### config.mk
export PLATFORM = sky130hd
export DESIGN_NAME = fib_stream_gen
export DESIGN_NICKNAME = d
export VERILOG_FILES = /design/src/rtl/fib_stream_pkg.sv /design/src/rtl/fib_step.sv /design/src/rtl/fib_stream_gen.sv
export SDC_FILE = /design/constraint.sdc
export NUM_CORES = 1
export LEC_CHECK = 0
export ABC_AREA = 1
export BUFFER_PORTS_ARGS = -buffer_cell sky130_fd_sc_hd__buf_4
export CAP_MARGIN = 10
export CORE_MARGIN = 3
export CORE_UTILIZATION = 30
export CTS_CLUSTER_DIAMETER = 200
export DETAILED_ROUTE_END_ITERATION = 10
export GPL_TIMING_DRIVEN = 0
export PLACE_DENSITY = 0.5
export SYNTH_ARGS = -nofsm -noshare
export SYNTH_HDL_FRONTEND = slang
export SYNTH_SLANG_ARGS = --single-unit
### constraint.sdc
create_clock -name clock_1 -period 2.6 [get_ports clock_1]
set_input_delay 0.26 -clock clock_1 [delete_from_list [all_inputs] [get_ports clock_1]]
set_output_delay 0.26 -clock clock_1 [all_outputs]
set_load 0.03 [all_outputs]
### src/rtl/fib_stream_pkg.sv
// Shared types and constants for the Fibonacci stream generator.
// The state encoding, overflow policy selectors and reset seeds live here.
// This keeps the top module and any checker in agreement.
package fib_stream_pkg;

  // Generator FSM states
  typedef enum logic [1:0] {
    ST_IDLE = 2'd0,
    ST_RUN  = 2'd1,
    ST_DONE = 2'd2
  } state_t;

  // Overflow policy selectors for the OVF_MODE parameter
  localparam int unsigned OVF_STOP = 0;
  localparam int unsigned OVF_WRAP = 1;

  // Seeds loaded by the asynchronous reset (classic 0, 1 Fibonacci)
  localparam int unsigned RST_A = 0;
  localparam int unsigned RST_B = 1;

endpackage : fib_stream_pkg

### src/rtl/fib_step.sv
// Combinational Fibonacci step.
// Forms the term after b as a WIDTH+1-bit sum of a and b.
// The overflow flag is sticky along the chain: once any operand's true value
// exceeded WIDTH bits, every later term does too, even if the truncated sum
// happens not to carry.
module fib_step
  import fib_stream_pkg::*;
#(
  parameter int WIDTH = 16
) (
  input  logic [WIDTH-1:0] i_a,
  input  logic [WIDTH-1:0] i_b,
  input  logic             i_a_c,
  input  logic             i_b_c,
  output logic [WIDTH-1:0] o_next_b,
  output logic             o_next_b_c
);

  logic [WIDTH:0] w_sum;

  // Full-width add; the extra bit is the carry out of the WIDTH-bit term
  always_comb begin
    w_sum      = {1'b0, i_a} + {1'b0, i_b};
    o_next_b   = w_sum[WIDTH-1:0];
    o_next_b_c = w_sum[WIDTH] | i_a_c | i_b_c;
  end

endmodule : fib_step

### src/rtl/fib_stream_gen.sv
// Generalised Fibonacci producer with a valid/ready output handshake.
// Register a holds the term on offer and b holds the next one. The a_c/b_c
// bits record that the true value no longer fits in WIDTH bits.
// A term that has been offered is held until accepted, so back-pressure never
// drops or repeats a term. A restart pulse is the only way to withdraw an
// offer.
module fib_stream_gen
  import fib_stream_pkg::*;
#(
  parameter int WIDTH    = 16,
  parameter int IDX_W    = 8,
  parameter int OVF_MODE = 0
) (
  input  logic             clock_1,
  input  logic             reset,
  input  logic             f_en,
  input  logic             restart,
  input  logic [WIDTH-1:0] seed_a,
  input  logic [WIDTH-1:0] seed_b,
  input  logic             f_ready,
  output logic             f_valid,
  output logic [WIDTH-1:0] f_out,
  output logic [IDX_W-1:0] f_index,
  output logic             f_ovf,
  output logic             f_done
);

  // Stop policy: halt before offering the first term that does not fit
  localparam logic STOP_MODE = (OVF_MODE == int'(OVF_STOP)) ? 1'b1 : 1'b0;
  localparam logic [WIDTH-1:0] SEED_A_RST = WIDTH'(RST_A);
  localparam logic [WIDTH-1:0] SEED_B_RST = WIDTH'(RST_B);

  // State registers
  state_t           r_state;
  logic [WIDTH-1:0] r_a;
  logic [WIDTH-1:0] r_b;
  logic             r_a_c;
  logic             r_b_c;
  logic [IDX_W-1:0] r_idx;
  logic             r_valid;
  logic             r_done;
  logic             r_ovf;

  // Next-state values
  state_t           w_state_nxt;
  logic [WIDTH-1:0] w_a_nxt;
  logic [WIDTH-1:0] w_b_nxt;
  logic             w_a_c_nxt;
  logic             w_b_c_nxt;
  logic [IDX_W-1:0] w_idx_nxt;
  logic             w_valid_nxt;
  logic             w_done_nxt;
  logic             w_ovf_nxt;

  // Step outputs and handshake
  logic [WIDTH-1:0] w_step_b;
  logic             w_step_b_c;
  logic             w_accept;

  fib_step #(
    .WIDTH (WIDTH)
  ) u_step (
    .i_a        (r_a),
    .i_b        (r_b),
    .i_a_c      (r_a_c),
    .i_b_c      (r_b_c),
    .o_next_b   (w_step_b),
    .o_next_b_c (w_step_b_c)
  );

  // A transfer happens only when a term is on offer and the consumer takes it
  always_comb begin
    w_accept = r_valid & f_ready;
  end

  // Next-state logic: restart first, then the FSM with its handshake rules
  always_comb begin
    w_state_nxt = r_state;
    w_a_nxt     = r_a;
    w_b_nxt     = r_b;
    w_a_c_nxt   = r_a_c;
    w_b_c_nxt   = r_b_c;
    w_idx_nxt   = r_idx;
    w_ovf_nxt   = r_ovf;

    if (restart) begin
      // Reload from seeds; any pending offer is withdrawn and nothing is counted
      w_state_nxt = ST_IDLE;
      w_a_nxt     = seed_a;
      w_b_nxt     = seed_b;
      w_a_c_nxt   = 1'b0;
      w_b_c_nxt   = 1'b0;
      w_idx_nxt   = {IDX_W{1'b0}};
      w_ovf_nxt   = 1'b0;
    end else begin
      case (r_state)
        ST_IDLE: begin
          if (f_en) begin
            // In stop mode a term that overflowed is never offered
            if (r_a_c && STOP_MODE) begin
              w_state_nxt = ST_DONE;
              w_ovf_nxt   = 1'b1;
            end else begin
              w_state_nxt = ST_RUN;
            end
          end else begin
            w_state_nxt = ST_IDLE;
          end
        end
        ST_RUN: begin
          if (w_accept) begin
            w_a_nxt   = r_b;
            w_a_c_nxt = r_b_c;
            w_b_nxt   = w_step_b;
            w_b_c_nxt = w_step_b_c;
            w_idx_nxt = r_idx + IDX_W'(1);
            // Wrap mode: flag once a truncated term has actually been delivered
            if (r_a_c) begin
              w_ovf_nxt = 1'b1;
            end else begin
              w_ovf_nxt = r_ovf;
            end
            // f_en is only consulted after the accept, never mid-offer
            if (r_b_c && STOP_MODE) begin
              w_state_nxt = ST_DONE;
              w_ovf_nxt   = 1'b1;
            end else if (f_en) begin
              w_state_nxt = ST_RUN;
            end else begin
              w_state_nxt = ST_IDLE;
            end
          end else begin
            w_state_nxt = ST_RUN;
          end
        end
        ST_DONE: begin
          w_state_nxt = ST_DONE;
          w_ovf_nxt   = 1'b1;
        end
        default: begin
          w_state_nxt = ST_IDLE;
        end
      endcase
    end

    w_valid_nxt = (w_state_nxt == ST_RUN)  ? 1'b1 : 1'b0;
    w_done_nxt  = (w_state_nxt == ST_DONE) ? 1'b1 : 1'b0;
  end

  // State and output registers; asynchronous reset to the 0, 1 sequence
  always_ff @(posedge clock_1 or negedge reset) begin
    if (!reset) begin
      r_state <= ST_IDLE;
      r_a     <= SEED_A_RST;
      r_b     <= SEED_B_RST;
      r_a_c   <= 1'b0;
      r_b_c   <= 1'b0;
      r_idx   <= {IDX_W{1'b0}};
      r_valid <= 1'b0;
      r_done  <= 1'b0;
      r_ovf   <= 1'b0;
    end else begin
      r_state <= w_state_nxt;
      r_a     <= w_a_nxt;
      r_b     <= w_b_nxt;
      r_a_c   <= w_a_c_nxt;
      r_b_c   <= w_b_c_nxt;
      r_idx   <= w_idx_nxt;
      r_valid <= w_valid_nxt;
      r_done  <= w_done_nxt;
      r_ovf   <= w_ovf_nxt;
    end
  end

  // Outputs come straight from registers
  always_comb begin
    f_valid = r_valid;
    f_out   = r_a;
    f_index = r_idx;
    f_ovf   = r_ovf;
    f_done  = r_done;
  end

endmodule : fib_stream_gen

=== Yosys cells after proc, flatten, opt, wreduce, memory -nomap -nowiden ===
Index checks and enable logic that the tools add are counted.
Widths: inputs -> output; s select.

* Equal/unequal tests: 6
* Add/subtract/negate cells: 2
* Mux-type cells: 30
* Reductions and logical operators: 6
* Bitwise operators: 3

{| class="wikitable"
|+ Operator list
! operator !! number
|-
| $mux 16 || 6
|-
| $mux 8 || 3
|-
| $add 16x16->17 || 1
|-
| $mux 1 || 14
|-
| $mux 2 || 5
|-
| $add 8x1->8 const B || 1
|-
| $ne 3x3->1 const B || 2
|-
| $pmux 2 s3 || 1
|-
| $eq 2x1->1 const B || 2
|-
| $eq 2x2->1 const B || 2
|-
| $reduce_bool 2->1 || 2
|-
| $reduce_bool 4->1 || 1
|-
| $pmux 1 s3 || 1
|-
| $reduce_and 3->1 || 1
|-
| $logic_not 2->1 || 1
|-
| $or 1x1->1 || 2
|-
| $reduce_and 2->1 || 1
|-
| $and 1x1->1 || 1
|}

* Flip-flop bits (word level): 47
* Logic and storage cells: 56

=== Depth between registers and ports, before layout ===
Gate-level depths: netlist of run 1.

* Word-level depth: 7
* Depth in mapped cells: 12
* Gate-level depth less buffers: 12

=== Cells and area by module ===
From an unflattened synthesis of run 1, not the netlist that was laid out.

* Cell total of the unflattened synthesis: 471
* Area, all modules: 3286.9 um^2

{| class="wikitable"
|+ Modules (own cells, without submodules)
! module !! area an instance (um^2) !! cells an instance !! instances !! seq. area each (um^2)
|-
| fib_stream_gen || 2311.0 || 284 || 1 || 1177.4
|-
| fib_step || 975.9 || 187 || 1 || 0.0
|}

=== Worst setup path after synthesis of run 1 ===
OpenSTA, ideal clock, no wires.

* Kind: register to register
* Start: register r_a[0] (netlist: f_out[0])
* End: register r_b[8]
* Clock period less this slack: 1897 ps
* Slack: 703 ps
* Stages on the path, launching flop included: 11
* Path buffers: 0
* Arrival time: 1776 ps
* Library setup time: 121 ps
* Cells stage by stage: dfrtp_1 > ha_1 > inv_1 > fa_1 > inv_1 > nand3_1 > nand3_1 > a21oi_1 > and2_1 > o21bai_1 > nand2_1

* Word-level cells in the longest chain between the ends: 4

{| class="wikitable"
|+ RTL lines
! what !! RTL line !! text
|-
| start, declared || fib_stream_gen.sv:35 || <nowiki>logic [WIDTH-1:0] r_a;</nowiki>
|-
| start signal, assigned || fib_stream_gen.sv:164 || <nowiki>r_a <= w_a_nxt;</nowiki>
|-
| $add 16x16->17 || fib_step.sv:23 || <nowiki>w_sum = {1'b0, i_a} + {1'b0, i_b};</nowiki>
|-
| $mux 16 || fib_stream_gen.sv:111 || <nowiki>if (w_accept) begin</nowiki>
|-
| $mux 16 || fib_stream_gen.sv:96 || <nowiki>case (r_state)</nowiki>
|-
| $mux 16 || fib_stream_gen.sv:86 || <nowiki>if (restart) begin</nowiki>
|-
| end signal, assigned || fib_stream_gen.sv:165 || <nowiki>r_b <= w_b_nxt;</nowiki>
|-
| end, declared || fib_stream_gen.sv:36 || <nowiki>logic [WIDTH-1:0] r_b;</nowiki>
|}

Every way passes these cells. The select of a mux whose other input is x is not followed.
A chain may end at the register's enable or synchronous reset.

=== Worst setup path in the final report of run 1 ===
* Start: register r_b[0]
* End: register r_b[12]

* Word-level cells in the longest chain between the ends: 4

{| class="wikitable"
|+ RTL lines
! what !! RTL line
|-
| $add 16x16->17 || fib_step.sv:23
|-
| $mux 16 || fib_stream_gen.sv:111
|-
| $mux 16 || fib_stream_gen.sv:96
|-
| $mux 16 || fib_stream_gen.sv:86
|}

Every way passes these cells. The select of a mux whose other input is x is not followed.

==> results of run 1 <==
[logic make-up after synthesis]
| family | count (synthesis) | synth area share |
|---|---|---|
| adder cells (fa/ha/maj) | 22 | 0.0894 |
| AO/OA/AOI/OAI | 65 | 0.119 |
| AND/OR/NAND/NOR | 244 | 0.323 |
| flip-flops | 47 | 0.372 |
| buffers and inverters | 72 | 0.0878 |
| XOR/XNOR | 3 | 0.00831 |
[through the flow]
step / area (µm²) / hold WS, ns / util / setup WS (ns)
final: 3930 / 0.149 / 0.393 / 0.393
after global routing: 3930 / 0.152 / 0.393 / 0.305
after CTS: 3930 / 0.152 / 0.393 / 0.413
after detailed placement: 3800 / 0.331 / 0.380 / 0.469
after global placement: 3800 / 0.332 / 0.380 / 0.484
after floorplan: 3160 / -0.0356 / - / 0.703
[report_power, final]
group	switching [W]	leakage, nW	total, W	internal [W]
Sequential	0.0000737	0.593	0.000892	0.000818
Combinational	0.000612	1.41	0.000969	0.000357
Clock	0.000285	0.0618	0.000603	0.000317
Total	0.000971	2.07	0.00246	0.00149
[worst paths after layout]
kind                           start         to  slack [ns]
setup reg to reg              r_b[0]    r_b[12]        0.39
min in group asynchronous      reset   f_out[1]        0.51
hold / removal             seed_a[1]   f_out[1]        0.15
hold reg to reg               r_b[6]     r_b[6]        0.52
setup / recovery              r_b[0]    r_b[12]        0.39
max in group asynchronous      reset  f_out[10]        1.65
[placed cells by master, fill, tap and decap left out, types with 2 or more instances in the layout]
cell type,netlist,layout
sky130_fd_sc_hd__o22ai_1,3,3
sky130_fd_sc_hd__nand3_2,2,2
sky130_fd_sc_hd__and2_1,3,3
sky130_fd_sc_hd__o211ai_1,6,6
sky130_fd_sc_hd__nand2_1,152,152
sky130_fd_sc_hd__o21bai_1,2,2
sky130_fd_sc_hd__ha_1,21,21
sky130_fd_sc_hd__buf_4,0,63
sky130_fd_sc_hd__dfrtp_1,46,46
sky130_fd_sc_hd__nand4_1,4,4
sky130_fd_sc_hd__nand3_1,37,37
sky130_fd_sc_hd__buf_2,4,4
sky130_fd_sc_hd__a21oi_1,21,21
sky130_fd_sc_hd__nor2_1,40,40
sky130_fd_sc_hd__xor2_1,3,3
sky130_fd_sc_hd__nor3_1,2,2
sky130_fd_sc_hd__clkbuf_1,6,6
sky130_fd_sc_hd__a22oi_1,2,2
sky130_fd_sc_hd__inv_1,59,59
sky130_fd_sc_hd__o21ai_0,24,24
sky130_fd_sc_hd__a31oi_1,2,2
sky130_fd_sc_hd__clkbuf_8,0,6
[flip-flops by register name (all words and copies together) (netlist names)]
| name | flops |
|---|---|
| r_state | 2 |
| f_valid | 1 |
| r_a_c | 1 |
| f_index | 8 |
| f_done | 1 |
| f_out | 16 |
| r_b | 16 |
| r_b_c | 1 |
| f_ovf | 1 |
[routing by layer]
| metal | vias up | part of all wire | global-route usage |
|---|---|---|---|
| met1 | 1431 | 0.48 | 0.237 |
| met4 | 0 | 0.0084 | 0.0343 |
| met3 | 6 | 0.060 | 0.0308 |
| met5 | - | 0 | 0 |
| met2 | 74 | 0.45 | 0.269 |
| li1 | 1594 | - | - |
[worst max-delay path: stages (launching register included)]
cell                      delay [ns]
sky130_fd_sc_hd__dfstp_2        0.56
sky130_fd_sc_hd__ha_1           0.20
sky130_fd_sc_hd__inv_1          0.07
sky130_fd_sc_hd__fa_1           0.43
sky130_fd_sc_hd__inv_1          0.14
sky130_fd_sc_hd__nand3_1        0.09
sky130_fd_sc_hd__nand3_1        0.12
sky130_fd_sc_hd__nand3_1        0.12
sky130_fd_sc_hd__nand3_1        0.11
sky130_fd_sc_hd__nand2_1        0.07
sky130_fd_sc_hd__nand3_1        0.11
sky130_fd_sc_hd__nand2_1        0.07
sky130_fd_sc_hd__nand2_1        0.05
[what timing repair did]
item / CTS / global route
hold endpoints to repair: 44 / 0
setup buffers: 0 / 0
hold buffers: 1 / 0
[final cells by class]
type,instances,area (µm²)
Tap cell,133,166
Multi-Input combinational cell,334,1710
Fill cell,1095,6070
Timing Repair Buffer,64,483
Sequential cell,47,1180
Inverter,61,231
Buffer,11,46.3
Clock buffer,6,82.6
Clock inverter,2,38.8
==> results.rst, run 1 <==
.. list-table::
   :header-rows: 1

   * - Metric
     - Value
   * - Maximum capacitance violations
     - 0
   * - Distinct cell type count of the synthesized netlist
     - 34
   * - Area fraction of the dominant cell type after synthesis
     - 0.364
   * - Number of max-slew violations in the final report
     - 0
   * - Clock tree from TritonCTS
     - yes
   * - Fraction of final layout cells sized beyond drive strength 1
     - 0.160
   * - Worst setup SP type
     - register
   * - Antenna violation net count after detailed routing
     - 0
   * - Biggest area contributors in the synthesized netlist
     - sky130_fd_sc_hd__dfrtp_1, sky130_fd_sc_hd__nand2_1, sky130_fd_sc_hd__ha_1
   * - Via/cell ratio
     - around 4.7
   * - Share of the yosys chip area belonging to registers
     - 0.372
   * - Clock-pin slew on the worst setup and hold paths
     - between 0.1 and 0.15 ns
   * - Initial cell density of the core
     - 0.316
   * - Post-Place Cells
     - 649
   * - Diode count
     - 0
   * - Via count of the first global-routing pass
     - around 3,100
   * - Iteration-0 DRC Markers
     - ~130
   * - Total nets after synthesis
     - 512
   * - Depth of the worst register-to-register path
     - 12
   * - Share of the clock period used by the worst path after layout
     - 0.849
   * - Most repeated cell in the gate-level netlist after synthesis
     - sky130_fd_sc_hd__nand2_1
   * - Cell count after synthesis
     - about 450
   * - Horizontal die dimension
     - ~110 µm
   * - Gates resized, CTS repair
     - 0
   * - Clock buffers created by TritonCTS
     - 5
   * - Average detailed-routed wire length per instance
     - about 14 µm
   * - Post-DP HPWL
     - around 7000 µm
   * - Setup tns final
     - 0 ns
   * - Max VDD drop
     - 271 µV
   * - Number of rows created at floorplan
     - 36
   * - Core ar.
     - 0.0100 mm²
   * - Post-route minimum period
     - between 2 and 2.5 ns
   * - Weighted congestion at the end of routability-driven global placement
     - approximately 0.88
   * - Unrepaired setup endpoints after global routing
     - false
   * - Wire length of the first global-routing pass
     - between 15,000 and 20,000 µm
   * - CP Capture Type
     - register
   * - Layout-stage area growth over the synthesis result
     - 24.4%
   * - Ys flop type
     - sky130_fd_sc_hd__dfrtp_1
   * - Non-filler instance count after layout
     - 658
   * - Library cell with the largest summed area after synthesis
     - sky130_fd_sc_hd__dfrtp_1
   * - Number of clock sinks seen by CTS
     - between 40 and 50
   * - Ports placed on the boundary
     - 64
   * - Mapped Avg Cell Area
     - about 7 µm²
   * - Endpoints failing setup
     - 0
   * - All-Layer GR Usage
     - 0.168
   * - Number of flops mapped to enable cells by yosys
     - 0
   * - CP Data Required Time
     - about 2.9 ns
   * - Synth Warn #
     - 0
   * - Total Die Area
     - between 0.01 and 0.015 mm²
   * - Flip-flop and latch count after synthesis
     - 47
   * - Fin. Hold Viols
     - 0
   * - Critical path arrival
     - 2.46 ns
   * - Net count of the finished layout
     - 583
   * - Clock Latency Late Sink
     - ~0.31 ns
   * - CTS max path bufs
     - 2
   * - Pwr Total
     - 0.00246 W
   * - Tightest slew margin relative to the limit
     - 0.511
   * - H-tree Lvls
     - 2
   * - Remaining global-route overflow
     - 0
   * - PwrDens
     - around 630 mW/mm²
   * - Cell area after synthesis
     - between 0.003 and 0.004 mm²
   * - Hold depth
     - 3
   * - Cell types with the highest counts after synthesis
     - sky130_fd_sc_hd__nand2_1, sky130_fd_sc_hd__inv_1, sky130_fd_sc_hd__dfrtp_1
   * - Count of input and output buffers
     - 63
   * - Total DRC errors in the routed layout
     - 0
   * - Worst-path fanout max
     - 3
   * - Worst Tran Pin Value
     - ~0.73 ns
   * - Clk root buf
     - sky130_fd_sc_hd__clkbuf_8
   * - Setup CP Type
     - reg -> reg
   * - Number of optimization iterations in the first detailed-route pass
     - 5
   * - Maximum achievable frequency
     - 453 MHz
   * - Number of antenna violations at the first check in global routing
     - 0
   * - Status
     - finished, final reports clean
   * - Class of the worst hold path
     - in -> reg
   * - Die height
     - 109 µm
   * - Leakage dissipation
     - between 2 and 2.5 nW
   * - Synth async-reset ratio
     - 1.00
   * - Largest net degree at the start of global routing
     - 48
   * - Total wire length after detailed routing
     - between 9000 and 10,000 µm
   * - Worst clock skew on the final layout
     - about 0.013 ns
   * - Routed via count
     - between 3,000 and 4,000
(Power assumes the default switching activity.)
==> run 2: changes to the inputs <==
PLACE_DENSITY = 0.52   (was 0.5)
clock period = 2 ns   (was 2.6 ns; I/O delays follow)
==> run 2 against run 1 <==
Final area increased by 1.8%. Cell count up 0.91%. Non-clock buffer count up 6. Largest cell class unchanged. Global-route usage is 1.0 points lower. Sequential share of layout area down 0.53 points. Critical path depth is 2 lower. Register-to-register slack worse by 0.33 ns. Combinational power up 36%. Clock skew shrank 0.0016 ns. Flip-flop and latch count stayed put. Fmax up 14%. Largest power group unchanged.
==> results.rst, run 2 (synthesis gave the netlist of run 1 again) <==
.. list-table::
   :header-rows: 1

   * - Metric
     - Value
   * - Via/cell ratio
     - 4.69
   * - Number of optimization iterations in the first detailed-route pass
     - 4
   * - Wire length of the first global-routing pass
     - about 15,000 µm
   * - Worst stage delay on the critical path
     - around 0.57 ns
   * - Worst-path fanout max
     - 3
   * - Clock Latency Late Sink
     - ~0.32 ns
   * - Largest net degree at the start of global routing
     - 48
   * - Crit path buf inv count
     - 2
   * - Filler instances
     - roughly 1,100
   * - H-tree Lvls
     - 2
   * - Fin. Hold Viols
     - 0
   * - Unrepaired setup endpoints after global routing
     - true
   * - Number of antenna violations at the first check in global routing
     - 0
   * - Number of max-slew violations in the final report
     - 0
   * - Share of total power in the clock network
     - 0.208
   * - Post-route minimum period
     - roughly 1.9 ns
   * - Cell type of the slowest stage on the worst timing path
     - sky130_fd_sc_hd__dfstp_2
   * - Class of the worst hold path
     - in -> reg
   * - Horizontal die dimension
     - approximately 110 µm
   * - Final design area excluding fillers
     - between 0.004 and 0.005 mm²
   * - Clock-pin slew on the worst setup and hold paths
     - between 0.1 and 0.15 ns
   * - Layout-stage area growth over the synthesis result
     - 26.6%
   * - Most used cell along the critical path
     - sky130_fd_sc_hd__inv_2
   * - Worst path depth
     - 10
   * - Clock tree from TritonCTS
     - yes
   * - Clk root buf
     - sky130_fd_sc_hd__clkbuf_8
   * - Maximum capacitance violations
     - 0
   * - Routed via count
     - 3,113
   * - Endpoints failing setup
     - 0
   * - Average detailed-routed wire length per instance
     - around 14 µm
   * - Fraction of final layout cells sized beyond drive strength 1
     - 0.190
   * - Worst Tran Pin Value
     - ~0.66 ns
   * - Worst setup SP type
     - register
   * - Antenna violation net count after detailed routing
     - 0
   * - Tightest slew margin relative to the limit
     - 0.559
   * - Core ar.
     - 0.0100 mm²
   * - CP Capture Type
     - register
   * - Post-DP HPWL
     - ~7000 µm
   * - Via count of the first global-routing pass
     - approximately 3,000
   * - Worst setup path startpoint
     - r_b[0]
   * - PwrDens
     - between 700 and 800 mW/mm²
   * - Storage element area
     - about 0.0012 mm²
   * - Pwr Total
     - approximately 0.0031 W
   * - Cell-by-cell listing of the critical path
     - ha_4, inv_2, fa_2, inv_2, nand3_2, nand3_4, a21oi_2, and2_1, o21bai_1, nand2_1
   * - Leading cell type in the layout, fill and taps excluded
     - sky130_fd_sc_hd__nand2_1
   * - Iteration-0 DRC Markers
     - roughly 120
   * - Register share of total power
     - 0.371
   * - Total wire length after detailed routing
     - 9060 µm
   * - Worst setup path endpoint
     - r_b[8]
   * - Status
     - finished, final reports clean
   * - Remaining global-route overflow
     - 0
   * - Initial cell density of the core
     - 0.316
   * - Number of rows created at floorplan
     - 36
   * - Switch share
     - 0.415
   * - Smallest setup slack after layout
     - roughly 0.068 ns
   * - Cell family with most CP delay
     - flip-flops
   * - Total Die Area
     - approximately 0.012 mm²
   * - Maximum achievable frequency
     - around 520 MHz
   * - Instance area at placement
     - 0.00380 mm²
   * - All-Layer GR Usage
     - 0.157
   * - Net switching power
     - approximately 0.0013 W
   * - Commonest cells after routing, fill and taps aside
     - sky130_fd_sc_hd__nand2_1, sky130_fd_sc_hd__buf_4, sky130_fd_sc_hd__inv_1
   * - CTS max path bufs
     - 2
   * - Endpoint of the most critical register-to-register path
     - r_b[8]
   * - Final Hold Slack
     - slightly below 0.09 ns
   * - Number of clock sinks seen by CTS
     - 47
   * - DP Worst Slack
     - -0.118 ns
   * - Ports placed on the boundary
     - 64
   * - Combinational power share
     - 0.421
   * - Core occupancy in the finished layout
     - 0.401
   * - Total DRC errors in the routed layout
     - 0
   * - Depth of the worst register-to-register path
     - 10
   * - Max VDD drop
     - roughly 300 µV
   * - Count of input and output buffers
     - 63
   * - Worst clock skew on the final layout
     - around 0.011 ns
   * - Setup CP Type
     - reg -> reg
   * - Area used by multi-input combinational logic
     - roughly 0.0018 mm²
   * - Diode count
     - 0
   * - Net count of the finished layout
     - about 590
   * - Reg-to-Reg Start
     - r_b[0]
   * - Clock buffers created by TritonCTS
     - 5
   * - Leakage dissipation
     - about 2.1 nW
   * - Cell internal pwr
     - between 0.0015 and 0.002 W
   * - CP Data Required Time
     - 2.21 ns
   * - Critical path arrival
     - roughly 2.1 ns
   * - Die height
     - 109 µm
   * - Weighted congestion at the end of routability-driven global placement
     - a little over 0.8
   * - Setup slack on the worst flop-to-flop path
     - between 0.06 and 0.07 ns
   * - Share of the clock period used by the worst path after layout
     - 0.966
[run 2: cell types whose count changed in the layout (fill, tap and decap cells not counted), sizes merged]
| cell | before | now |
|---|---|---|
| clkbuf | 12 | 11 |
| bufinv | 1 | 0 |
| buf | 68 | 74 |
| clkinvlp | 0 | 1 |
| inv | 62 | 63 |
[run 2: how the worst min path moves through the flow]
stage                     from        end  slack, ns  cells past startpoint
floorplan                reset     f_done       -0.1                      0
detailed placement       reset   f_out[6]       0.27                      1
global route        seed_a[15]  f_out[15]       0.09                      3
global placement         reset   f_out[6]       0.27                      1
finish              seed_a[15]  f_out[15]       0.09                      3
CTS                 seed_a[15]  f_out[15]       0.09                      3
[run 2: per-layer routing]
layer,global-route usage,wire length (µm),up-vias
met2,0.261,4090,75
met4,0.0298,72,0
met3,0.0237,434,9
li1,-,-,1610
met5,0,0,-
met1,0.219,4460,1419
[run 2: stage by stage]
step,cells,setup TNS [ns]
2_1_floorplan,453,0
3_3_place_gp,649,-0.261
3_5_place_dp,649,-0.346
4_1_cts,660,0
5_1_grt,664,-0.0445
6_report,664,0
[run 2: power groups by stage]
| stage | Sequential, W | Combinational [W] | Clock (W) |
|---|---|---|---|
| 2_1_floorplan | 0.00124 | 0.000809 | 0 |
| 3_3_place_gp | 0.00117 | 0.00124 | 0 |
| 3_5_place_dp | 0.00118 | 0.00124 | 0 |
| 4_1_cts | 0.00116 | 0.00127 | 0.000670 |
| 5_1_grt | 0.00118 | 0.00149 | 0.000707 |
| 6_report | 0.00116 | 0.00132 | 0.000650 |
[run 2: layout make-up]
class / count / area share
clock buffer: 5 / 0.0172
multi-input combinational: 334 / 0.439
timing repair buffer: 70 / 0.132
sequential: 47 / 0.294
inverter: 61 / 0.0578
tap: 133 / 0.0415
clock inverter: 3 / 0.00687
buffer: 11 / 0.0116
[run 2: repair_timing]
action,CTS,global route
hold endpoints to repair,46,0
buffers inserted,2,4
gates resized for setup,7,6
hold buffers,1,0
pin swaps,5,7
endpoints found under the setup margin,5,5
[run 2: tightest hold or removal path, cell delays in order]
cell and delay (ns):
sky130_fd_sc_hd__buf_4 0.08, sky130_fd_sc_hd__nand2_1 0.04, sky130_fd_sc_hd__nand3_1 0.07
==> run 3: changes to the inputs <==
PLACE_DENSITY = 0.5   (was 0.52)
clock period = 2.14 ns   (was 2 ns; I/O delays follow)
==> run 3 against run 2 <==
Clock power up 12%. Fmax down 7.8%. Global-route usage up 1.0 points. Register-to-register slack worse by 0.02 ns. Die area unchanged. Final area down 0.34%. Critical endpoint unchanged. Largest cell class unchanged. Largest power group unchanged.
==> results.rst, run 3 (synthesis gave the netlist of run 1 again) <==
.. list-table::
   :header-rows: 1

   * - Metric
     - Value
   * - Die height
     - roughly 110 µm
   * - CP Capture Type
     - register
   * - Post-route minimum period
     - 2.10 ns
   * - Diode count
     - 0
   * - Number of optimization iterations in the first detailed-route pass
     - 4
   * - Count of input and output buffers
     - 63
   * - Maximum achievable frequency
     - between 400 and 500 MHz
   * - Maximum capacitance violations
     - 0
   * - Via/cell ratio
     - around 4.7
   * - Remaining global-route overflow
     - 0
   * - Clock tree from TritonCTS
     - yes
   * - Wire length of the first global-routing pass
     - 15,600 µm
   * - Leading cell type in the layout, fill and taps excluded
     - sky130_fd_sc_hd__nand2_1
   * - Total Die Area
     - between 0.01 and 0.015 mm²
   * - Average detailed-routed wire length per instance
     - 14.4 µm
   * - CTS max path bufs
     - 2
   * - Weighted congestion at the end of routability-driven global placement
     - a little under 0.9
   * - Fraction of final layout cells sized beyond drive strength 1
     - 0.182
   * - Largest net degree at the start of global routing
     - 48
   * - Total DRC errors in the routed layout
     - 0
   * - Ports placed on the boundary
     - between 60 and 70
   * - Total wire length after detailed routing
     - 9500 µm
   * - Share of the clock period used by the worst path after layout
     - 0.979
   * - Number of antenna violations at the first check in global routing
     - 0
   * - Smallest setup slack after layout
     - roughly 0.045 ns
   * - Worst setup SP type
     - register
   * - Number of rows created at floorplan
     - 36
   * - Clock-pin slew on the worst setup and hold paths
     - approximately 0.11 ns
   * - DP Worst Slack
     - between 0.008 and 0.009 ns
   * - Routed via count
     - roughly 3,100
   * - Status
     - finished, final reports clean
   * - Max VDD drop
     - approximately 330 µV
   * - Core ar.
     - between 0.009 and 0.01 mm²
   * - Number of max-slew violations in the final report
     - 0
   * - Commonest cells after routing, fill and taps aside
     - sky130_fd_sc_hd__nand2_1, sky130_fd_sc_hd__buf_4, sky130_fd_sc_hd__inv_1
   * - Initial cell density of the core
     - 0.316
   * - Leakage dissipation
     - around 2.1 nW
   * - Iteration-0 DRC Markers
     - around 170
   * - Layout-stage area growth over the synthesis result
     - 26.2%
   * - Net count of the finished layout
     - between 500 and 600
   * - Endpoints failing setup
     - 0
   * - Worst-path fanout max
     - 3
   * - Tightest slew margin relative to the limit
     - 0.516
   * - Post-DP HPWL
     - 7030 µm
   * - Worst Tran Pin Value
     - between 0.7 and 0.8 ns
   * - Horizontal die dimension
     - between 100 and 150 µm
   * - Clock Latency Late Sink
     - a little over 0.3 ns
   * - Worst clock skew on the final layout
     - 0.0117 ns
   * - Clock buffers created by TritonCTS
     - 5
   * - Antenna violation net count after detailed routing
     - 0
   * - Fin. Hold Viols
     - 0
   * - Critical path arrival
     - ~2.3 ns
   * - Final Hold Slack
     - 0.107 ns
   * - All-Layer GR Usage
     - 0.168
   * - H-tree Lvls
     - 2
   * - Clk root buf
     - sky130_fd_sc_hd__clkbuf_8
   * - Via count of the first global-routing pass
     - 3,138
   * - Class of the worst hold path
     - in -> reg
   * - Setup CP Type
     - reg -> reg
   * - CP Data Required Time
     - 2.33 ns
   * - PwrDens
     - around 760 mW/mm²
   * - Number of clock sinks seen by CTS
     - between 40 and 50
==> run 3: changes by cell type in the layout (fill, tap and decap cells not counted), moves of 2 or more <==
cell                      change
sky130_fd_sc_hd__buf_4        -3
sky130_fd_sc_hd__nand2_1      -2
sky130_fd_sc_hd__nand2_2      +2
sky130_fd_sc_hd__nand3_1      +2
==> run 3: repair_timing <==
item                       4_1_cts  5_1_grt
setup buffers                    0        3
hold endpoints to repair        46        0
resized for setup                2        8
hold buffers                     1        0
setup endpoints to repair        2        3
pin swaps                        0        6
==> run 3: path summary, 6_finish.rpt <==
kind | depth (start not counted) | start | endpoint | slack (ns)
max in group asynchronous | 2 | reset | f_out[10] | 1.24
min in group asynchronous | 2 | reset | f_out[4] | 0.47
min | 3 | seed_a[1] | f_out[1] | 0.11
max | 10 | r_b[0] | r_b[8] | 0.04
min reg2reg | 2 | r_b[6] | r_b[6] | 0.52
max reg2reg | 10 | r_b[0] | r_b[8] | 0.04
==> run 3: final cells by class <==
| type | instances | area, µm² |
|---|---|---|
| clock inverter | 2 | 38.8 |
| sequential | 47 | 1180 |
| tap | 133 | 166 |
| fill | 1092 | 6010 |
| buffer | 11 | 46.3 |
| inverter | 61 | 231 |
| timing repair buffer | 67 | 505 |
| multi-input combinational | 334 | 1740 |
| clock buffer | 6 | 82.6 |
==> run 3: where the power goes <==
group          leakage, nW  internal (W)  switching [W]
Sequential           0.593      0.000994      0.0000920
Clock               0.0618      0.000385       0.000343
Combinational         1.43      0.000453       0.000757
==> run 3: metal layers <==
metal	routed length (µm)	vias to the layer above	track usage
met4	67	0	0.0343
met5	0	-	0
met3	684	6	0.0308
met2	4340	89	0.269
met1	4400	1430	0.237
li1	-	1599	-
==> run 3: critical path, cell delays in order (launching register included) <==
cell and delay, ns:
sky130_fd_sc_hd__dfstp_2 0.58, sky130_fd_sc_hd__ha_4 0.15, sky130_fd_sc_hd__inv_1 0.06, sky130_fd_sc_hd__fa_2 0.43, sky130_fd_sc_hd__inv_2 0.09, sky130_fd_sc_hd__nand3_1 0.11
sky130_fd_sc_hd__nand3_2 0.11, sky130_fd_sc_hd__a21oi_1 0.08, sky130_fd_sc_hd__and2_1 0.14, sky130_fd_sc_hd__o21bai_1 0.16, sky130_fd_sc_hd__nand2_1 0.07
==> run 3: per-stage QoR <==
| stage | cells | setup TNS (ns) | utilization | total power [W] | cell area, µm² |
|---|---|---|---|---|---|
| after floorplan | 453 | 0 | - | 0.00191 | 3160 |
| after global placement | 649 | 0 | 0.380 | 0.00225 | 3800 |
| after detailed placement | 649 | 0 | 0.380 | 0.00227 | 3800 |
| after CTS | 658 | 0 | 0.394 | 0.00302 | 3940 |
| after global routing | 661 | -0.0852 | 0.399 | 0.00327 | 3990 |
| final | 661 | 0 | 0.399 | 0.00302 | 3990 |
